$ cat src/rtl/soc_bus_pkg.sv
// Shared SoC bus definitions: error cause codes, interconnect FSM states and
// the default peripheral address map.
package soc_bus_pkg;

   localparam logic [1:0] ERR_NONE    = 2'd0;
   localparam logic [1:0] ERR_DECODE  = 2'd1;
   localparam logic [1:0] ERR_TIMEOUT = 2'd2;
   localparam logic [1:0] ERR_SLAVE   = 2'd3;

   localparam logic [31:0] AUDIO_BASE = 32'hF000_0000;
   localparam logic [31:0] AUDIO_MASK = 32'hFFFF_0000;

   typedef enum logic [1:0] {
      StIdle,
      StBusy,
      StResp
   } wb_state_e;

   function automatic int unsigned cnt_width(input int unsigned timeout);
      return $clog2(timeout + 1);
   endfunction

endpackage

$ cat src/rtl/soc_wb_interconnect_if.sv
// Bus bundle of the 1-master / N-slave Wishbone interconnect: CPU-side and
// peripheral-side signals plus the error status outputs.
interface soc_wb_interconnect_if #(
   parameter int unsigned N_SLAVES = 2,
   parameter int unsigned ADDR_W   = 32,
   parameter int unsigned DATA_W   = 32
);
   localparam int unsigned SEL_W = DATA_W / 8;

   logic [ADDR_W-1:0]          m_adr_i;
   logic [DATA_W-1:0]          m_dat_i;
   logic [DATA_W-1:0]          m_dat_o;
   logic                       m_we_i;
   logic [SEL_W-1:0]           m_sel_i;
   logic                       m_stb_i;
   logic                       m_cyc_i;
   logic                       m_ack_o;
   logic                       m_err_o;

   logic [N_SLAVES*ADDR_W-1:0] s_adr_o;
   logic [N_SLAVES*DATA_W-1:0] s_dat_o;
   logic [N_SLAVES*DATA_W-1:0] s_dat_i;
   logic [N_SLAVES-1:0]        s_we_o;
   logic [N_SLAVES*SEL_W-1:0]  s_sel_o;
   logic [N_SLAVES-1:0]        s_stb_o;
   logic [N_SLAVES-1:0]        s_cyc_o;
   logic [N_SLAVES-1:0]        s_ack_i;
   logic [N_SLAVES-1:0]        s_err_i;

   logic [ADDR_W-1:0]          err_adr_o;
   logic [1:0]                 err_code_o;

   // Interconnect view: it is the slave of the CPU bus.
   modport slave (
      input  m_adr_i, m_dat_i, m_we_i, m_sel_i, m_stb_i, m_cyc_i,
      output m_dat_o, m_ack_o, m_err_o,
      output s_adr_o, s_dat_o, s_we_o, s_sel_o, s_stb_o, s_cyc_o,
      input  s_dat_i, s_ack_i, s_err_i,
      output err_adr_o, err_code_o
   );

   // Environment view: CPU master plus the peripheral responders.
   modport master (
      output m_adr_i, m_dat_i, m_we_i, m_sel_i, m_stb_i, m_cyc_i,
      input  m_dat_o, m_ack_o, m_err_o,
      input  s_adr_o, s_dat_o, s_we_o, s_sel_o, s_stb_o, s_cyc_o,
      output s_dat_i, s_ack_i, s_err_i,
      input  err_adr_o, err_code_o
   );

endinterface

$ cat src/rtl/soc_wb_addr_decode.sv
// Combinational base/mask address decoder; the lowest matching slave index
// wins when ranges overlap.
module soc_wb_addr_decode #(
   parameter int unsigned                N_SLAVES = 2,
   parameter int unsigned                ADDR_W   = 32,
   parameter int unsigned                IDX_W    = 1,
   parameter logic [N_SLAVES*ADDR_W-1:0] SLV_BASE = '0,
   parameter logic [N_SLAVES*ADDR_W-1:0] SLV_MASK = '0
) (
   input  logic [ADDR_W-1:0] i_adr,
   output logic              o_hit,
   output logic [IDX_W-1:0]  o_idx
);

   always_comb begin
      o_hit = 1'b0;
      o_idx = '0;
      // Scan high-to-low so the lowest matching index is the last one written.
      for (int i = N_SLAVES - 1; i >= 0; i--) begin
         if ((i_adr & SLV_MASK[i*ADDR_W +: ADDR_W]) ==
             (SLV_BASE[i*ADDR_W +: ADDR_W] & SLV_MASK[i*ADDR_W +: ADDR_W])) begin
            o_hit = 1'b1;
            o_idx = IDX_W'(i);
         end
      end
   end

endmodule

$ cat src/rtl/soc_wb_interconnect.sv
// 1-master / N-slave classic Wishbone interconnect with address decode,
// decode-miss / timeout / slave bus errors and master abort handling.
module soc_wb_interconnect
   import soc_bus_pkg::*;
#(
   parameter int unsigned                N_SLAVES = 2,
   parameter int unsigned                ADDR_W   = 32,
   parameter int unsigned                DATA_W   = 32,
   parameter logic [N_SLAVES*ADDR_W-1:0] SLV_BASE = {32'hF001_0000, AUDIO_BASE},
   parameter logic [N_SLAVES*ADDR_W-1:0] SLV_MASK = {32'hFFFF_0000, AUDIO_MASK},
   parameter int unsigned                TIMEOUT  = 255
) (
   input logic                  clk,
   input logic                  arstn,
   soc_wb_interconnect_if.slave bus
);

   localparam int unsigned     SEL_W    = DATA_W / 8;
   localparam int unsigned     IDX_W    = (N_SLAVES > 1) ? $clog2(N_SLAVES) : 1;
   localparam int unsigned     CNT_W    = cnt_width(TIMEOUT);
   localparam logic [CNT_W-1:0] CNT_MAX  = {CNT_W{1'b1}};
   localparam logic [CNT_W-1:0] CNT_LAST = CNT_W'(TIMEOUT - 1);

   wb_state_e          r_state, w_state;
   logic [ADDR_W-1:0]  r_adr, w_adr;
   logic [DATA_W-1:0]  r_dat, w_dat;
   logic               r_we, w_we;
   logic [SEL_W-1:0]   r_sel, w_sel;
   logic [IDX_W-1:0]   r_idx, w_idx;
   logic [CNT_W-1:0]   r_cnt, w_cnt;
   logic               r_ack, w_ack;
   logic               r_err, w_err;
   logic [DATA_W-1:0]  r_rdat, w_rdat;
   logic [ADDR_W-1:0]  r_err_adr, w_err_adr;
   logic [1:0]         r_err_code, w_err_code;

   logic               w_dec_hit;
   logic [IDX_W-1:0]   w_dec_idx;
   logic               w_slv_ack;
   logic               w_slv_err;
   logic [N_SLAVES-1:0] w_slv_sel;

   soc_wb_addr_decode #(
      .N_SLAVES (N_SLAVES),
      .ADDR_W   (ADDR_W),
      .IDX_W    (IDX_W),
      .SLV_BASE (SLV_BASE),
      .SLV_MASK (SLV_MASK)
   ) u_decode (
      .i_adr (bus.m_adr_i),
      .o_hit (w_dec_hit),
      .o_idx (w_dec_idx)
   );

   assign w_slv_ack = bus.s_ack_i[r_idx];
   assign w_slv_err = bus.s_err_i[r_idx];

   always_comb begin
      w_state    = r_state;
      w_adr      = r_adr;
      w_dat      = r_dat;
      w_we       = r_we;
      w_sel      = r_sel;
      w_idx      = r_idx;
      w_cnt      = r_cnt;
      w_ack      = 1'b0;
      w_err      = 1'b0;
      w_rdat     = r_rdat;
      w_err_adr  = r_err_adr;
      w_err_code = r_err_code;
      unique case (r_state)
         StIdle: begin
            if (bus.m_cyc_i && bus.m_stb_i) begin
               w_adr = bus.m_adr_i;
               w_dat = bus.m_dat_i;
               w_we  = bus.m_we_i;
               w_sel = bus.m_sel_i;
               w_idx = w_dec_idx;
               if (w_dec_hit) begin
                  w_state = StBusy;
                  w_cnt   = '0;
               end else begin
                  w_state    = StResp;
                  w_err      = 1'b1;
                  w_err_code = ERR_DECODE;
                  w_err_adr  = bus.m_adr_i;
               end
            end
         end
         StBusy: begin
            // Abort outranks any response arriving in the same cycle.
            if (!bus.m_cyc_i) begin
               w_state = StIdle;
            end else if (w_slv_err) begin
               w_state    = StResp;
               w_err      = 1'b1;
               w_err_code = ERR_SLAVE;
               w_err_adr  = r_adr;
            end else if (w_slv_ack) begin
               w_state = StResp;
               w_ack   = 1'b1;
               if (!r_we) begin
                  w_rdat = bus.s_dat_i[r_idx*DATA_W +: DATA_W];
               end
            end else if (r_cnt == CNT_LAST) begin
               w_state    = StResp;
               w_err      = 1'b1;
               w_err_code = ERR_TIMEOUT;
               w_err_adr  = r_adr;
            end else if (r_cnt != CNT_MAX) begin
               w_cnt = r_cnt + 1'b1;
            end
         end
         StResp: w_state = StIdle;
         default: w_state = StIdle;
      endcase
   end

   always_ff @(posedge clk or negedge arstn) begin
      if (!arstn) begin
         r_state    <= StIdle;
         r_adr      <= '0;
         r_dat      <= '0;
         r_we       <= 1'b0;
         r_sel      <= '0;
         r_idx      <= '0;
         r_cnt      <= '0;
         r_ack      <= 1'b0;
         r_err      <= 1'b0;
         r_rdat     <= '0;
         r_err_adr  <= '0;
         r_err_code <= ERR_NONE;
      end else begin
         r_state    <= w_state;
         r_adr      <= w_adr;
         r_dat      <= w_dat;
         r_we       <= w_we;
         r_sel      <= w_sel;
         r_idx      <= w_idx;
         r_cnt      <= w_cnt;
         r_ack      <= w_ack;
         r_err      <= w_err;
         r_rdat     <= w_rdat;
         r_err_adr  <= w_err_adr;
         r_err_code <= w_err_code;
      end
   end

   assign w_slv_sel = (r_state == StBusy) ? (N_SLAVES'(1) << r_idx) : '0;

   for (genvar g = 0; g < N_SLAVES; g++) begin : g_slv
      assign bus.s_adr_o[g*ADDR_W +: ADDR_W] = r_adr;
      assign bus.s_dat_o[g*DATA_W +: DATA_W] = r_dat;
      assign bus.s_sel_o[g*SEL_W +: SEL_W]   = r_sel;
   end

   assign bus.s_we_o     = {N_SLAVES{r_we}};
   assign bus.s_stb_o    = w_slv_sel;
   assign bus.s_cyc_o    = w_slv_sel;
   assign bus.m_ack_o    = r_ack;
   assign bus.m_err_o    = r_err;
   assign bus.m_dat_o    = r_rdat;
   assign bus.err_adr_o  = r_err_adr;
   assign bus.err_code_o = r_err_code;

endmodule
$ cat src/flat_wrapper.sv
// flat-port wrapper written by rule: the top's interface ports become plain ports
module soc_wb_interconnect_flat import soc_bus_pkg::*;
#(
   parameter int unsigned                N_SLAVES = 2,
   parameter int unsigned                ADDR_W   = 32,
   parameter int unsigned                DATA_W   = 32,
   parameter logic [N_SLAVES*ADDR_W-1:0] SLV_BASE = {32'hF001_0000, AUDIO_BASE},
   parameter logic [N_SLAVES*ADDR_W-1:0] SLV_MASK = {32'hFFFF_0000, AUDIO_MASK},
   parameter int unsigned                TIMEOUT  = 255
)
  (clk, arstn, bus_m_adr_i, bus_m_dat_i, bus_m_we_i, bus_m_sel_i, bus_m_stb_i, bus_m_cyc_i, bus_m_dat_o, bus_m_ack_o, bus_m_err_o, bus_s_adr_o, bus_s_dat_o, bus_s_we_o, bus_s_sel_o, bus_s_stb_o, bus_s_cyc_o, bus_s_dat_i, bus_s_ack_i, bus_s_err_i, bus_err_adr_o, bus_err_code_o);
  soc_wb_interconnect_if #(.N_SLAVES(N_SLAVES), .ADDR_W(ADDR_W), .DATA_W(DATA_W)) bus_i ();
  input logic clk;
  input logic arstn;
  input wire logic [$bits(bus_i.m_adr_i)-1:0] bus_m_adr_i;
  input wire logic [$bits(bus_i.m_dat_i)-1:0] bus_m_dat_i;
  input wire logic [$bits(bus_i.m_we_i)-1:0] bus_m_we_i;
  input wire logic [$bits(bus_i.m_sel_i)-1:0] bus_m_sel_i;
  input wire logic [$bits(bus_i.m_stb_i)-1:0] bus_m_stb_i;
  input wire logic [$bits(bus_i.m_cyc_i)-1:0] bus_m_cyc_i;
  output wire logic [$bits(bus_i.m_dat_o)-1:0] bus_m_dat_o;
  output wire logic [$bits(bus_i.m_ack_o)-1:0] bus_m_ack_o;
  output wire logic [$bits(bus_i.m_err_o)-1:0] bus_m_err_o;
  output wire logic [$bits(bus_i.s_adr_o)-1:0] bus_s_adr_o;
  output wire logic [$bits(bus_i.s_dat_o)-1:0] bus_s_dat_o;
  output wire logic [$bits(bus_i.s_we_o)-1:0] bus_s_we_o;
  output wire logic [$bits(bus_i.s_sel_o)-1:0] bus_s_sel_o;
  output wire logic [$bits(bus_i.s_stb_o)-1:0] bus_s_stb_o;
  output wire logic [$bits(bus_i.s_cyc_o)-1:0] bus_s_cyc_o;
  input wire logic [$bits(bus_i.s_dat_i)-1:0] bus_s_dat_i;
  input wire logic [$bits(bus_i.s_ack_i)-1:0] bus_s_ack_i;
  input wire logic [$bits(bus_i.s_err_i)-1:0] bus_s_err_i;
  output wire logic [$bits(bus_i.err_adr_o)-1:0] bus_err_adr_o;
  output wire logic [$bits(bus_i.err_code_o)-1:0] bus_err_code_o;
  assign bus_i.m_adr_i = bus_m_adr_i;
  assign bus_i.m_dat_i = bus_m_dat_i;
  assign bus_i.m_we_i = bus_m_we_i;
  assign bus_i.m_sel_i = bus_m_sel_i;
  assign bus_i.m_stb_i = bus_m_stb_i;
  assign bus_i.m_cyc_i = bus_m_cyc_i;
  assign bus_m_dat_o = bus_i.m_dat_o;
  assign bus_m_ack_o = bus_i.m_ack_o;
  assign bus_m_err_o = bus_i.m_err_o;
  assign bus_s_adr_o = bus_i.s_adr_o;
  assign bus_s_dat_o = bus_i.s_dat_o;
  assign bus_s_we_o = bus_i.s_we_o;
  assign bus_s_sel_o = bus_i.s_sel_o;
  assign bus_s_stb_o = bus_i.s_stb_o;
  assign bus_s_cyc_o = bus_i.s_cyc_o;
  assign bus_i.s_dat_i = bus_s_dat_i;
  assign bus_i.s_ack_i = bus_s_ack_i;
  assign bus_i.s_err_i = bus_s_err_i;
  assign bus_err_adr_o = bus_i.err_adr_o;
  assign bus_err_code_o = bus_i.err_code_o;
  soc_wb_interconnect #(.N_SLAVES(N_SLAVES), .ADDR_W(ADDR_W), .DATA_W(DATA_W), .SLV_BASE(SLV_BASE), .SLV_MASK(SLV_MASK), .TIMEOUT(TIMEOUT)) u_core (.clk(clk), .arstn(arstn), .bus(bus_i));
endmodule
$ cat config.mk
export PLATFORM = sky130hd
export DESIGN_NAME = soc_wb_interconnect_flat
export DESIGN_NICKNAME = d
export VERILOG_FILES = /design/src/rtl/soc_bus_pkg.sv /design/src/rtl/soc_wb_interconnect_if.sv /design/src/rtl/soc_wb_addr_decode.sv /design/src/rtl/soc_wb_interconnect.sv /design/src/flat_wrapper.sv
export SDC_FILE = /design/constraint.sdc
export NUM_CORES = 1
export LEC_CHECK = 0
export ABC_AREA = 1
export BUFFER_PORTS_ARGS = -buffer_cell sky130_fd_sc_hd__buf_2
export CORE_AREA = 2 2 136 138
export CTS_BUF_LIST = sky130_fd_sc_hd__clkbuf_4 sky130_fd_sc_hd__clkbuf_8 sky130_fd_sc_hd__clkbuf_16
export CTS_CLUSTER_SIZE = 10
export DETAILED_ROUTE_END_ITERATION = 8
export DIE_AREA = 0 0 138 140
export PLACE_DENSITY_LB_ADDON = 0.05
export SYNTH_ARGS = -nofsm -noshare
export SYNTH_HDL_FRONTEND = slang
export SYNTH_SLANG_ARGS = --single-unit
$ cat constraint.sdc
create_clock -name clk -period 1.75 [get_ports clk]
set_clock_uncertainty 0.1 [all_clocks]
set_input_delay 0.35 -clock clk [delete_from_list [all_inputs] [get_ports clk]]
set_output_delay 0.35 -clock clk [all_outputs]
set_load 0.01 [all_outputs]
After elaboration in Yosys (flattened, before gate mapping)
Cells that the tools add are included.
{ "totals": {"regBits": 148} }
{ "classes": {"add_sub_neg": 1, "magnitude_cmp": 1, "n_eq_ne": 16, "shifts": 2, "n_mux": 47, "bitwise": 2, "reduce_logical": 8} }
{ "op_table": {"columns": ["cell", "count"], "rows": [
  ["2-to-1 mux 32 bit", 6],
  ["one-hot mux 32 bit (2 select lines)", 1],
  ["indexed part select 64 x 7 -> 32 bit", 1],
  ["2-to-1 mux 8 bit", 7],
  ["equality test 16 bit (second input constant)", 2],
  ["2-to-1 mux 2 bit", 12],
  ["2-to-1 mux 1 bit", 17],
  ["one-hot mux 8 bit (2 select lines)", 1],
  ["!= test 2 bit (second input constant)", 6],
  ["adder 8 x 1 -> 8 bit (second input constant)", 1],
  ["equality test 8 bit (second input constant)", 1],
  ["!= test 8 bit (second input constant)", 1],
  ["one-hot mux 2 bit (2 select lines)", 2],
  ["AND reduction 8 bit", 1],
  ["AND reduction 6 bit", 1],
  ["!= test 5 x 2 -> 1 bit (second input constant)", 1],
  ["AND reduction 5 bit", 1],
  ["!= test 2 x 1 -> 1 bit (second input constant)", 2],
  ["AND reduction 2 bit", 2],
  ["!= test 3 x 1 -> 1 bit (second input constant)", 1],
  ["!= test 3 bit (second input constant)", 1],
  ["equality test 2 x 1 -> 1 bit (second input constant)", 1],
  ["logical NOT 2 bit", 1],
  ["less-than comparator 1 x 2 -> 1 bit (second input constant)", 1],
  ["other kinds (5)", 6]
]} }

Logic depth before layout (Yosys ltp)
Gate-level depths: netlist of run 1.
{ "depth": {"ltp_word": 7, "ltp_mapped": 13, "depth_no_buf": 11} }

By module
Synthesis of run 1 repeated with hierarchy kept, for this count alone.
{ "hier_totals": {"hier_cells": 904, "hier_area_um2": 7518.5} }
{ "modules_own_cells": {"columns": ["module", "instances", "cells_per_inst", "area_each_um2"], "rows": [
  ["soc_wb_interconnect", 1, 870, 7378.3],
  ["soc_wb_addr_decode", 1, 34, 140.1]
]} }

Worst setup path before layout of run 1
Ideal clock, no wire load.
{ "synth_path": {"path_type": "flip-flop to flip-flop", "from": "reg u_core.r_idx", "to": "reg u_core.r_rdat[23], in the netlist u_core.bus.m_dat_o[23]", "t_arrival_ns": 1.405, "slack_ns": 0.126, "stages_incl_launch_ff": 10, "path_buffers": 2, "period_less_slack_ns": 1.624, "cell_sequence": "dfrtp_1 -> buf_4 -> inv_4 -> nand2_1 -> nand2_1 -> nand2_2 -> nor3_4 -> buf_6 -> o21ai_0 -> o21a_1"} }
{ "synth_between": {"elab_chain_len": 4, "elab_cells_between_ends": 7} }
{ "synth_rtl": {"columns": ["element", "line", "text"], "rows": [
  ["start: declaration", "soc_wb_interconnect.sv:29", "logic [IDX_W-1:0] r_idx, w_idx;"],
  ["start signal: assignment", "soc_wb_interconnect.sv:139", "r_idx <= w_idx;"],
  ["branches (longest 4 deep; another with indexed part select 64 x 7 -> 32 bit)", null, null],
  ["end signal: assignment", "soc_wb_interconnect.sv:143", "r_rdat <= w_rdat;"],
  ["end: declaration", "soc_wb_interconnect.sv:33", "logic [DATA_W-1:0] r_rdat, w_rdat;"]
]} }
Several ways; the timed one is not identified. The select of a mux whose other input is x is not followed.
A chain may end at the register's enable or synchronous reset.

Worst setup path in the final report of run 1
{ "layout_path": {"from": "reg u_core.r_state[1]", "to": "out bus_s_stb_o[1]"} }
{ "layout_between": {"elab_chain_len": 2} }
{ "layout_rtl": {"columns": ["element", "line", "text"], "rows": [
  ["start: declaration", "soc_wb_interconnect.sv:24", "wb_state_e r_state, w_state;"],
  ["start signal: assignment", "soc_wb_interconnect.sv:121", "r_state <= StIdle;"],
  ["start signal: assignment", "soc_wb_interconnect.sv:134", "r_state <= w_state;"],
  ["equality test 2 x 1 -> 1 bit", "soc_wb_interconnect.sv:149", "assign w_slv_sel = (r_state == StBusy) ? (N_SLAVES'(1) << r_idx) : '0;"],
  ["2-to-1 mux 2 bit", "soc_wb_interconnect.sv:149", null],
  ["end: declaration", "flat_wrapper.sv:28", "output wire logic [$bits(bus_i.s_stb_o)-1:0] bus_s_stb_o;"]
]} }
No other way between the ends.

==> summary.md, run 1 <==
| Metric | Value |
|---|---|
| H-tree levels | `4` |
| Slew @ Worst Pin | `0.292 ns` |
| CP max-delay cell | `dfrtp_1` |
| Initial core utilization | `41.1%` |
| DIE HEIGHT | `140 um` |
| GPL Wtd Cong | `0.796` |
| Root buffer cell | `clkbuf_16` |
| Clk buf depth | `2` |
| Clock transition at the registers of the reported paths | `0.06 ns` |
| Rows | `49` |
| Final Hold Fails | `0` |
| CTS tree | `done` |
| Unrepaired setup endpoints after global routing | `true` |
| Layout cell share with drive strength beyond 1 | `39.4%` |
| Die width | `138 um` |
| Final wirelength | `22500 um` |
| Vias post-DR | `6945` |
| Num CTS Buffers | `17` |
| Grt total ovfl | `0` |
| FILL cells | `1675` |
| Syn Std Cell Area | `7310 um2` |
| Fraction of registers with async set/reset | `100%` |
| Syn Inst Count | `907` |
| Worst-path cell chain | `inv_2, nand2_4, buf_8, nor2_4, buf_6` |
| Syn nets | `1050` |
| Critical path class | `register to primary output` |
| Layout net count | `1380` |
| # DRC | `0` |
| Worst endpoint required time | `1.30 ns` |
| Status | `finished with violations` |
| Half-perimeter wire length after placement | `15700 um` |
| Failing checks | `setup timing` |
| Final Max Tran Viols | `0` |
| Worst EP arrival | `1.32 ns` |
| Overall routing resource usage | `22.3%` |
| Max cap viols | `0` |
| Count of buffers from port buffering | `350` |
| Dpl cells | `1421` |
| FF+latch count, synth | `148` |
| Min-delay worst type | `input port to register` |
| Critical-path maximum fanout | `4` |
| # setup viols final | `9` |
| First-pass detailed-route iteration total | `5` |
| Worst Setup End Kind | `primary output` |
| DIE AREA | `19300 um2` |
| 1st-iter DRT viols | `356` |
| Static leakage | `5.75 nW` |
| CP max stage delay | `0.38 ns` |
| Max IR drop VDD | `0.000793 V` |
| Worst-Skew Late Latency | `0.42 ns` |
| # IOs | `351` |
| Synth Flop Type | `dfrtp_1` |
| Largest net degree at the start of global routing | `52` |
| YS warnings | `0` |
| Wire length of the first global-routing pass | `34300 um` |
| Routed Antenna Nets | `0` |
| Register area share after synthesis | `50.7%` |
| DR vias/cell | `4.70` |
| Slew headroom | `80.3%` |
| Sink Count | `148` |
| Number of synthesized flops with an enable pin | `0` |
| Sequential cell area | `3700 um2` |
| Crit start category | `register` |
| Final non-filler cell total | `1479` |
| Multi-input logic area | `2750 um2` |
| Antenna diode count | `0` |
| Setup slack after layout | `-0.0163 ns` |
| Mean Syn Cell Area | `8.06 um2` |
| Core area | `17800 um2` |
| PwrDens | `1320 nW/um2` |
| F_max | `0.566 GHz` |
| Tcrit/Tclk final | `101%` |
| Drt wl/cell | `15.2 um` |
| Antenna violations before repair | `0` |
| Area grow syn2layout | `40.2%` |
| Post-route setup TNS | `-0.0720 ns` |
| Tmin final | `1.77 ns` |
| Synth cell types | `30` |
| Vias in the first global route | `6339` |
==> worst paths after layout <==
kind	slack [ns]	from	to	cells past startpoint
min in group asynchronous	0.28	arstn	u_core.r_dat[22]$_DFFE_PN0P_	2
hold / removal	0.03	bus_m_dat_i[12]	u_core.r_dat[12]$_DFFE_PN0P_	3
setup reg to reg	-0.02	u_core.r_idx$_DFFE_PN0P_	u_core.bus.m_dat_o[12]$_DFFE_PN0P_	10
max in group asynchronous	0.69	arstn	u_core.r_idx$_DFFE_PN0P_	3
hold reg to reg	0.38	u_core.bus.m_dat_o[25]$_DFFE_PN0P_	u_core.bus.m_dat_o[25]$_DFFE_PN0P_	1
setup / recovery	-0.02	u_core.r_state[1]$_DFFE_PN0P_	bus_s_stb_o[1]	5
==> cell families (layout without fill, tap and decap cells) <==
group	Yosys count	in the layout	synth area share, %
AOI/OAI and AO/OA	134	134	10.4
and+or+nand+nor	454	454	25.1
DFF	148	148	50.7
xor gates and xnor gates	2	2	0.240
adders and majority gates	2	2	0.342
buffers and inverters	167	510	13.3
==> state kept, by name, summed over array words and instances (netlist names) <==
name                   cells
u_core.r_sel               4
u_core.r_cnt               8
u_core.bus.err_code_o      2
u_core.r_idx               1
u_core.bus.m_ack_o         1
u_core.r_we                1
u_core.bus.m_dat_o        32
u_core.bus.m_err_o         1
u_core.bus.err_adr_o      32
u_core.r_adr              32
u_core.r_dat              32
u_core.r_state             2
==> metrics by stage <==
stage / setup slack [ns] / cell area [um2] / power (W) / utilization, % / hold WS, ns
after floorplan: 0.126 / 7310 / 0.00832 / - / -0.0456
after global placement: 0.0400 / 9110 / 0.0100 / 51.2 / 0.153
after detailed placement: 0.0168 / 9110 / 0.0100 / 51.2 / 0.150
after CTS: -0.0180 / 9870 / 0.0136 / 55.5 / 0.0153
after global routing: -0.0858 / 10200 / 0.0144 / 57.6 / 0.0235
final: -0.0163 / 10200 / 0.0136 / 57.6 / 0.0322
==> synth_stat cells, types with 2 or more instances <==
| cell type | number | area [um2] |
|---|---|---|
| nor2_1 | 96 | 360 |
| buf_6 | 6 | 67.6 |
| nor3b_1 | 2 | 15.0 |
| buf_4 | 76 | 571 |
| buf_2 | 7 | 35.0 |
| inv_2 | 4 | 15.0 |
| clkinv_1 | 2 | 7.51 |
| nand2_1 | 293 | 1100 |
| nand2_2 | 4 | 25.0 |
| nand3_1 | 50 | 250 |
| clkbuf_1 | 25 | 93.8 |
| nand4_1 | 2 | 12.5 |
| o21a_1 | 32 | 240 |
| nor3_4 | 2 | 32.5 |
| a21oi_1 | 2 | 10.0 |
| o21ai_1 | 17 | 85.1 |
| nor2_2 | 3 | 18.8 |
| ha_1 | 2 | 25.0 |
| dfrtp_1 | 148 | 3700 |
| o21ai_0 | 80 | 400 |
| inv_1 | 45 | 169 |
==> area by class of cell <==
| class | count | area share, % |
|---|---|---|
| clock buffers | 20 | 4.49 |
| clock inverters | 12 | 1.16 |
| inverters | 52 | 2.03 |
| multi-input cells | 592 | 26.8 |
| flip-flops and latches | 148 | 36.2 |
| well taps | 229 | 2.80 |
| repair buffers | 426 | 26.5 |
==> where the power goes <==
group	internal (W)	switching [W]
Clock	0.00207	0.00149
Sequential	0.00449	0.000827
Combinational	0.00199	0.00270
Total	0.00855	0.00502
==> routing by layer <==
metal  vias up  share of wire, %  global-route usage (%)
li1       3451                 -                       -
met5         -                 0                       0
met3        27               5.7                    4.82
met4         0               2.1                    7.36
met1      3208                43                    29.3
met2       259                49                    36.9
==> layout by cell type, fill, tap and decap left out, types with 2 or more instances in the layout <==
| cell | instances |
|---|---|
| dfrtp_1 | 147 |
| nor2_4 | 3 |
| buf_8 | 3 |
| nor3b_1 | 2 |
| nor3_4 | 2 |
| nand2_4 | 6 |
| o21a_1 | 32 |
| nand2_2 | 5 |
| clkinv_1 | 2 |
| clkbuf_8 | 2 |
| nor2_1 | 91 |
| nor2_2 | 5 |
| inv_4 | 2 |
| o21ai_0 | 72 |
| inv_6 | 5 |
| inv_2 | 4 |
| buf_2 | 347 |
| inv_1 | 43 |
| o21ai_1 | 24 |
| clkinv_4 | 2 |
| nand4_1 | 2 |
| buf_12 | 14 |
| clkbuf_16 | 23 |
| nand3_2 | 2 |
| nand2_1 | 286 |
| buf_6 | 9 |
| clkinvlp_4 | 3 |
| nand3_1 | 49 |
| buf_4 | 44 |
| bufbuf_16 | 2 |
==> critical path: cells and delay by family, from the launching register on <==
family                 cells  cell delay [ns]
buffers and inverters      3             0.32
AND/OR/NAND/NOR            2             0.19
flip-flops                 1             0.38
==> what timing repair did <==
| item | CTS | global route |
|---|---|---|
| hold buffers | 1 | 0 |
| endpoints found under the hold margin | 26 | 0 |
| buffers inserted | 7 | 11 |
| gates cloned | 2 | 6 |
| pin swaps | 0 | 9 |
| gates resized for setup | 15 | 51 |
| setup endpoints to repair | 4 | 77 |
(Power assumes the default switching activity.)
==> run 2: changes to the inputs <==
--- a/config.mk
+++ b/config.mk
@@ -7,11 +7,13 @@
 export LEC_CHECK = 0
 export ABC_AREA = 1
 export BUFFER_PORTS_ARGS = -buffer_cell sky130_fd_sc_hd__buf_2
-export CORE_AREA = 2 2 136 138
+export CELL_PAD_IN_SITES_DETAIL_PLACEMENT = 0
+export CELL_PAD_IN_SITES_GLOBAL_PLACEMENT = 1
+export CORE_MARGIN = 2
+export CORE_UTILIZATION = 33
 export CTS_BUF_LIST = sky130_fd_sc_hd__clkbuf_4 sky130_fd_sc_hd__clkbuf_8 sky130_fd_sc_hd__clkbuf_16
 export CTS_CLUSTER_SIZE = 10
 export DETAILED_ROUTE_END_ITERATION = 8
-export DIE_AREA = 0 0 138 140
 export PLACE_DENSITY_LB_ADDON = 0.05
 export SYNTH_ARGS = -nofsm -noshare
 export SYNTH_HDL_FRONTEND = slang
==> summary.md, run 2 (synthesized netlist as in run 1, its figures left out) <==
| Metric | Value |
|---|---|
| Status | `finished, final reports clean` |
| Core area | `21800 um2` |
| Tmin final | `1.71 ns` |
| R2R Path End | `u_core.bus.m_dat_o[28]$_DFFE_PN0P_` |
| Worst endpoint required time | `1.96 ns` |
| Area grow syn2layout | `38.9%` |
| H-tree levels | `4` |
| Final Max Tran Viols | `0` |
| CP max stage delay | `0.45 ns` |
| Clk buf depth | `2` |
| Worst Setup End Kind | `register` |
| Post-Route Utilization | `46.6%` |
| Worst-Skew Late Latency | `0.42 ns` |
| Unrepaired setup endpoints after global routing | `true` |
| Commonest non-fill, non-tap cells in the layout | `buf_2, nand2_1, dfrtp_1, nor2_1, o21ai_0` |
| Rows | `54` |
| Layout cell share with drive strength beyond 1 | `38.9%` |
| Layout net count | `1375` |
| Switching pwr | `0.00504 W` |
| Slew @ Worst Pin | `0.467 ns` |
| Tcrit/Tclk final | `97.9%` |
| Static leakage | `5.68 nW` |
| Drt wl/cell | `15.7 um` |
| Sequential cell area | `3700 um2` |
| Overall routing resource usage | `19.6%` |
| First-pass detailed-route iteration total | `5` |
| Root buffer cell | `clkbuf_16` |
| CTS tree | `done` |
| Initial core utilization | `33.6%` |
| Crit. Startpoint | `u_core.r_idx$_DFFE_PN0P_` |
| Sink Count | `148` |
| Net Sw Frac | `36.7%` |
| Final Hold Fails | `0` |
| CP max-delay cell | `dfrtp_2` |
| DR vias/cell | `4.49` |
| Vias in the first global route | `6404` |
| R2r worst-path depth | `9` |
| Pint | `0.00867 W` |
| Vias post-DR | `6858` |
| Hold path depth | `3` |
| Critical-path maximum fanout | `7` |
| Multi-input logic area | `2740 um2` |
| Max cap viols | `0` |
| # IOs | `351` |
| Grt total ovfl | `0` |
| Critical path class | `register to register` |
| Crit Reg-Reg Startpoint | `u_core.r_idx$_DFFE_PN0P_` |
| Comb pwr share | `33.9%` |
| GPL Wtd Cong | `0.762` |
| # setup viols final | `0` |
| Die width | `153 um` |
| Count of buffers from port buffering | `350` |
| F_max | `0.584 GHz` |
| Num CTS Buffers | `17` |
| FILL cells | `2228` |
| Worst-path cell chain | `inv_4, nand2_2, nand2_4, nand2_4, nor3_4, buf_6, clkbuf_16, o21ai_0, o21a_1` |
| Clock transition at the registers of the reported paths | `0.06 ns` |
| Min-delay worst type | `input port to register` |
| PwrDens | `1350 nW/um2` |
| Clock network power share | `27.2%` |
| Wire length of the first global-routing pass | `36200 um` |
| Worst hold endpoint | `u_core.r_dat[8]$_DFFE_PN0P_` |
| Routed Antenna Nets | `0` |
| Crit start category | `register` |
| Half-perimeter wire length after placement | `17200 um` |
| Antenna violations before repair | `2` |
| Slew headroom | `68.8%` |
| DIE AREA | `23300 um2` |
| 1st-iter DRT viols | `419` |
| DIE HEIGHT | `153 um` |
| # DRC | `0` |
| Dpl cells | `1473` |
| Power share of the sequential group | `39.0%` |
| HP Start | `bus_m_dat_i[8]` |
| Worst EP arrival | `1.92 ns` |
| Final non-filler cell total | `1526` |
| Crit-path most repeated cell | `nand2_4` |
| Largest net degree at the start of global routing | `59` |
| Max IR drop VDD | `0.000705 V` |
| Commonest non-fill, non-tap cell in the layout | `buf_2` |
| Final wirelength | `24000 um` |
| Reg-to-reg slack, setup | `0.04 ns` |
## run 2: timing repair
item,CTS,global route
hold endpoints to repair,25,0
pin swaps,0,8
setup endpoints to repair,38,76
resized for setup,13,30
hold buffers,1,0
cloned,1,7
setup buffers,7,4
## run 2: area by class of cell
type                            count  share of cell area, %
Antenna cell                        1                 0.0247
Clock buffer                       21                   4.61
Inverter                           52                   1.97
Clock inverter                     11                   1.26
Timing Repair Buffer              421                   25.2
Multi-Input combinational cell    592                   27.0
Tap cell                          280                   3.45
Sequential cell                   148                   36.5
## run 2: worst max-delay path: cells and delay by family, from the launching register on
family                 cells  cell delay (ns)
DFF                        1             0.45
buffers and inverters      3             0.44
and+or+nand+nor            4             0.43
AOI/OAI and AO/OA          2             0.19
## run 2: power by group through the flow
stage	Clock, W	Sequential, W	Combinational (W)
after global placement	0	0.00542	0.00464
after CTS	0.00381	0.00537	0.00468
after floorplan	0	0.00574	0.00258
after global routing	0.00395	0.00551	0.00513
final	0.00373	0.00534	0.00464
after detailed placement	0	0.00540	0.00465
## run 2: metal layers
metal  part of all wire [%]  GRT usage (%)
met5                      0              0
met4                    1.7           6.13
met3                    6.1           3.98
met2                     48           32.7
met1                     45           25.8
## run 2: how the worst max path moves through the flow
| stage | endpoint | slack, ns | cells after the start |
|---|---|---|---|
| after floorplan | u_core.bus.m_dat_o[23]$_DFFE_PN0P_ | 0.13 | 9 |
| after global placement | u_core.bus.m_dat_o[16]$_DFFE_PN0P_ | 0.02 | 8 |
| after detailed placement | u_core.bus.err_adr_o[10]$_DFFE_PN0P_ | -0.01 | 11 |
| after CTS | u_core.bus.m_dat_o[1]$_DFFE_PN0P_ | 0.005 | 8 |
| after global routing | u_core.bus.m_dat_o[29]$_DFFE_PN0P_ | -0.03 | 9 |
| final | u_core.bus.m_dat_o[28]$_DFFE_PN0P_ | 0.04 | 9 |
## run 2: metrics by stage
stage | power [W] | worst slack [ns] | area [um2] | hold slack, ns | TNS, ns
final | 0.0137 | 0.0375 | 10100 | 0.0299 | 0
after global routing | 0.0146 | -0.0259 | 10100 | 0.0198 | -0.270
after CTS | 0.0139 | 0.00526 | 9870 | 0.00765 | 0
after detailed placement | 0.0101 | -0.0128 | 9150 | 0.166 | -0.113
after global placement | 0.0101 | 0.0182 | 9150 | 0.167 | 0
after floorplan | 0.00832 | 0.126 | 7310 | -0.0456 | 0
